--- src/rtl/pipe_stage_skid_reg.sv ---
// Generic inter-stage pipeline register with valid/ready handshake, flush and optional 2-entry skid.
// Latency: 1 cycle from in_fire to out_valid; 1 entry/cycle sustained when out_ready=1.
// Backpressure: SKID_EN=1 gives a registered in_ready (absorbs one extra entry); SKID_EN=0 gives a combinational in_ready.
module pipe_stage_skid_reg #(
  parameter int              DATA_W      = 32,
  parameter int              CTRL_W      = 8,
  parameter logic [CTRL_W-1:0] CTRL_BUBBLE = '0,
  parameter bit              SKID_EN     = 1'b1
) (
  input  logic              clk,
  input  logic              reset,
  input  logic              flush,
  input  logic              in_valid,
  output logic              in_ready,
  input  logic [DATA_W-1:0] in_data,
  input  logic [CTRL_W-1:0] in_ctrl,
  output logic              out_valid,
  input  logic              out_ready,
  output logic [DATA_W-1:0] out_data,
  output logic [CTRL_W-1:0] out_ctrl,
  output logic [1:0]        occupancy
);

  logic              in_fire;
  logic              out_fire;
  logic              main_valid;
  logic              main_valid_nxt;
  logic [DATA_W-1:0] main_data;
  logic [DATA_W-1:0] main_data_nxt;
  logic [CTRL_W-1:0] main_ctrl;
  logic [CTRL_W-1:0] main_ctrl_nxt;
  logic              skid_valid;

  assign in_fire  = in_valid & in_ready;
  assign out_fire = main_valid & out_ready;

  generate
    if (SKID_EN) begin : g_skid
      logic              skid_valid_q;
      logic              skid_valid_nxt;
      logic              skid_load;
      logic [DATA_W-1:0] skid_data_q;
      logic [CTRL_W-1:0] skid_ctrl_q;
      logic              in_ready_q;

      // Next-state: drain main (refilled from skid if held), then place a new entry in the first free slot
      always_comb begin
        main_valid_nxt = main_valid;
        main_data_nxt  = main_data;
        main_ctrl_nxt  = main_ctrl;
        skid_valid_nxt = skid_valid_q;
        skid_load      = 1'b0;
        if (out_fire) begin
          if (skid_valid_q) begin
            main_data_nxt  = skid_data_q;
            main_ctrl_nxt  = skid_ctrl_q;
            skid_valid_nxt = 1'b0;
          end else begin
            main_valid_nxt = 1'b0;
          end
        end
        if (in_fire) begin
          if (!main_valid_nxt) begin
            main_valid_nxt = 1'b1;
            main_data_nxt  = in_data;
            main_ctrl_nxt  = in_ctrl;
          end else begin
            skid_valid_nxt = 1'b1;
            skid_load      = 1'b1;
          end
        end
      end

      // Skid valid and registered ready; ready drops only when both slots will be occupied
      always_ff @(posedge clk) begin
        if (reset || flush) begin
          skid_valid_q <= 1'b0;
          in_ready_q   <= 1'b1;
        end else begin
          skid_valid_q <= skid_valid_nxt;
          in_ready_q   <= !(main_valid_nxt && skid_valid_nxt);
        end
      end

      // Skid payload needs no reset: it is never observed while skid_valid_q is low
      always_ff @(posedge clk) begin
        if (skid_load) begin
          skid_data_q <= in_data;
          skid_ctrl_q <= in_ctrl;
        end
      end

      assign in_ready   = in_ready_q;
      assign skid_valid = skid_valid_q;
    end else begin : g_noskid
      // Next-state: a new entry replaces the current one; a lone out_fire empties the stage
      always_comb begin
        main_valid_nxt = main_valid;
        main_data_nxt  = main_data;
        main_ctrl_nxt  = main_ctrl;
        if (in_fire) begin
          main_valid_nxt = 1'b1;
          main_data_nxt  = in_data;
          main_ctrl_nxt  = in_ctrl;
        end else if (out_fire) begin
          main_valid_nxt = 1'b0;
        end
      end

      assign in_ready   = !main_valid | out_ready;
      assign skid_valid = 1'b0;
    end
  endgenerate

  // Main (output) register; reset and flush both squash to an inert bubble
  always_ff @(posedge clk) begin
    if (reset || flush) begin
      main_valid <= 1'b0;
      main_data  <= '0;
      main_ctrl  <= CTRL_BUBBLE;
    end else begin
      main_valid <= main_valid_nxt;
      main_data  <= main_data_nxt;
      main_ctrl  <= main_ctrl_nxt;
    end
  end

  assign out_valid = main_valid;
  assign out_data  = main_data;
  assign out_ctrl  = main_valid ? main_ctrl : CTRL_BUBBLE;
  assign occupancy = {1'b0, main_valid} + {1'b0, skid_valid};

endmodule

--- config.mk ---
export PLATFORM = sky130hd
export DESIGN_NAME = pipe_stage_skid_reg
export DESIGN_NICKNAME = d
export VERILOG_FILES = /design/src/rtl/pipe_stage_skid_reg.sv
export SDC_FILE = /design/constraint.sdc
export NUM_CORES = 1
export LEC_CHECK = 0
export BUFFER_PORTS_ARGS = -buffer_cell sky130_fd_sc_hd__buf_2
export CAP_MARGIN = 20
export CORE_UTILIZATION = 56
export CTS_CLUSTER_DIAMETER = 120
export DETAILED_ROUTE_END_ITERATION = 7
export PLACE_DENSITY = 0.92
export SLEW_MARGIN = 20
export SYNTH_ARGS = -nofsm -noshare
export SYNTH_HDL_FRONTEND = slang
export SYNTH_SLANG_ARGS = --single-unit
--- constraint.sdc ---
create_clock -name clk -period 5 [get_ports clk]
set_clock_uncertainty 0.15 [all_clocks]
set_input_delay 0.5 -clock clk [delete_from_list [all_inputs] [get_ports clk]]
set_output_delay 0.5 -clock clk [all_outputs]
set_load 0.005 [all_outputs]
==> flow_summary.ini <==
[routing]
drt_drc_violations_left = 0
wl_um = 8040
detail_route.vias_per_cell = 6.27
first_pass_iters = 4
routedWlPerCell_um = 17.8
iteration_0_drc_count_of_the_detailed_router = 278
detailroute.via_count = 2835
drt.antenna.violating_nets = 0

[critical_path]
reg2reg_depth = 5
regToRegSetupSlack_ps = 1980
r2r-end = g_skid.skid_data_q[9]
timing.setup.critical_path_class = register to register
critical_path.reg2reg.startpoint = g_skid.skid_valid_q
crit_fanout = 43
cp.arrival_ps = 2960
crit_path_end = g_skid.skid_data_q[9]
crit_start = g_skid.skid_valid_q
critical_path.endpoint_type = register
kind_of_launch_point_of_the_worst_setup_path = register
worst-endpoint-required_ps = 4940

[clocking]
cts.root.buffer_cell = clkbuf_8
tritoncts = built
cts_hold_repair.buffers = 0
clock_path_buffers = 2
cts_max_level = 3
clkLatencyLatePin_ps = 360
cts_setup_buffers = 0
cts.clk_slew.worst_paths_ps = 90
numCtsBuffers = 9
clock_sinks = 83
number_of_gates_resized_after_cts = 0

[job]
max_cap_viol_count = 0

[global_route]
overall_global_routing_usage_pct = 27.1
grt_pass1_vias = 2677
wire_length_of_the_first_global_routing_pass_um = 12900
grt_antenna_before_repair = 0
grt.overflow.total = 0
grt_max_degree = 58

[synth]
synthesized_net_count = 350
syn_inst = 304
syn-mean-instance-area_um2 = 11.1
ys_types = 23
syn-cell-area_mm2 = 0.00337
yosys_warnings = 0
postSynthRegisterBits = 83
synth-seq-area-share_pct = 61.3

[power_and_ir_drop]
power.share.combinational_pct = 7.6
power_switching_share_pct = 22.9
worst_ir_drop_vdd_mv = 0.184
cellLeakagePower_uw = 0.00146
p_clk_share_pct = 39.0
power_frac_seq_pct = 53.3
internal-power_uw = 1070
pwr_density_cell_mw_per_mm2 = 348
power.switching_uw = 318

[floorplanning]
die_area_mm2 = 0.00632
design.core.area_mm2 = 0.00564
initial_utilization_pct = 59.7
pin_count = 89
floorplan.die.width_um = 79.5
std_cell_rows = 27
die_height_um = 79.5

[placement]
port_buffers = 88
place.detailed.instances = 436
detailedPlace.worstSlack_ps = 1960
finalWeightedCongestion = 0.801
detailed_placement_hpwl_um = 4970

[min_path]
min_path_type = input port to register

[timing]
achievable-frequency_mhz = 331
finalSetupViolCount = 0
setup_tns_ps = 0
grt_setup_unrepaired = false
final-max-slew-violation-count = 0
timing.final.ws_setup_ps = 1980
post-route-period-util_pct = 60.4
slew-limit-headroom_pct = 40.5
timing.final.crit_period_ps = 3020
max_slew.worst_pin.slew_ps = 893
hold_viol = 0

[cells_and_area]
final-instance-count-excl-fill = 452
antennaDiodeCount = 0
layout.nets = 421
synthToLayoutAreaGrowth_pct = 18.4
multi_input_area_mm2 = 0.00112
ff_latch_area_mm2 = 0.00206
drive_gt1_share_pct = 29.7
fillCellCount = 419

[run_status]
status = finished clean
-- power groups by stage --
stage / clock, uW / sequential [uW] / combinational, uW
final: 542 / 740 / 106
after floorplan: 0 / 755 / 59.4
after global placement: 0 / 754 / 101
after CTS: 545 / 740 / 105
after detailed placement: 0 / 755 / 105
after global routing: 578 / 742 / 117
-- area by class of cell --
| cell class | instances | share of cell area [%] |
|---|---|---|
| sequential | 83 | 51.8 |
| clock inverter | 5 | 2.10 |
| multi-input combinational | 187 | 28.2 |
| clock buffer | 11 | 3.55 |
| inverter | 1 | 0.0942 |
| tap | 72 | 2.26 |
| timing repair buffer | 93 | 12.0 |
-- logic make-up (layout without fill, tap and decap cells) --
logic type / Yosys count / after routing / synth area share [%]
adders and majority gates: 1 / 1 / 0.372
and+or+nand+nor: 100 / 100 / 12.1
AOI/OAI and AO/OA: 86 / 86 / 20.8
DFF: 83 / 83 / 61.3
buffers and inverters: 34 / 110 / 5.43
-- state kept, by name, indices dropped and copies added, names as in the netlist --
signal               flops
g_skid.skid_ctrl_q       8
g_skid.skid_data_q      32
g_skid.skid_valid_q      1
in_ready                 1
main_ctrl                8
out_data                32
out_valid                1
-- placed cells by master, fill, tap and decap left out --
cell / synthesis / routed
clkinv_1: 0 / 1
clkinv_4: 0 / 1
clkbuf_8: 0 / 10
a211oi_1: 40 / 40
dfxtp_2: 0 / 1
and3_1: 1 / 1
nor2_1: 1 / 1
o211ai_1: 1 / 1
nand2b_2: 0 / 1
a21oi_1: 3 / 3
edfxtp_1: 40 / 40
inv_6: 0 / 1
nand4_1: 1 / 1
inv_4: 0 / 1
ha_1: 1 / 1
a31oi_1: 1 / 1
a311oi_2: 1 / 1
nand2_1: 85 / 85
nand3_1: 2 / 2
dfxtp_1: 43 / 42
clkbuf_1: 13 / 1
buf_4: 0 / 5
bufinv_16: 0 / 2
or2_2: 1 / 1
and2_1: 8 / 8
buf_2: 14 / 88
a311oi_1: 39 / 39
a21o_4: 1 / 1
-- worst max-delay path: stages (launching register included) --
cell      delay [ps]
dfxtp_1          360
ha_1             210
nand2b_2         610
nand4_1          340
clkinv_1         600
buf_4            480
-- through the flow --
step | util (%) | power (uW) | hold WS, ps | cell area (um2)
2_1_floorplan | - | 815 | 310 | 3370
3_3_place_gp | 66.6 | 855 | 324 | 3760
3_5_place_dp | 66.6 | 860 | 325 | 3760
4_1_cts | 70.6 | 1390 | 177 | 3980
5_1_grt | 70.6 | 1440 | 181 | 3980
6_report | 70.6 | 1390 | 183 | 3980
-- how the worst min path moves through the flow --
stage	from	end	depth (start not counted)
after global routing	in_data[8]	g_skid.skid_data_q[8]	1
final	in_data[7]	g_skid.skid_data_q[7]	1
after global placement	main_ctrl[1]	main_ctrl[1]	2
after CTS	in_data[16]	g_skid.skid_data_q[16]	1
after floorplan	main_ctrl[0]	main_ctrl[0]	2
after detailed placement	out_data[0]	out_data[0]	2
-- synth_stat cells --
library cell  count  area [um2]
or2_2             1        6.26
clkbuf_1         13        48.8
buf_1             1        3.75
nor2_1            1        3.75
and3_1            1        6.26
buf_2            14        70.1
a311oi_1         39         342
and2_1            8        50.1
ha_1              1        12.5
nand4_1           1        6.26
a21o_4            1        15.0
o211ai_1          1        7.51
dfxtp_1          43         861
inv_1             1        3.75
a311oi_2          1        15.0
buf_6             5        56.3
nand2b_1          1        6.26
a31oi_1           1        6.26
a21oi_1           3        15.0
nand3_1           2        10.0
edfxtp_1         40        1200
a211oi_1         40         300
nand2_1          85         319
-- routing by layer --
| layer | share of wire, % | GRT usage, % |
|---|---|---|
| met1 | 41 | 34.9 |
| met2 | 49 | 42.8 |
| met3 | 7.3 | 4.69 |
| met4 | 2.7 | 15.6 |
| met5 | 0 | 0 |
(Power assumes the default switching activity.)
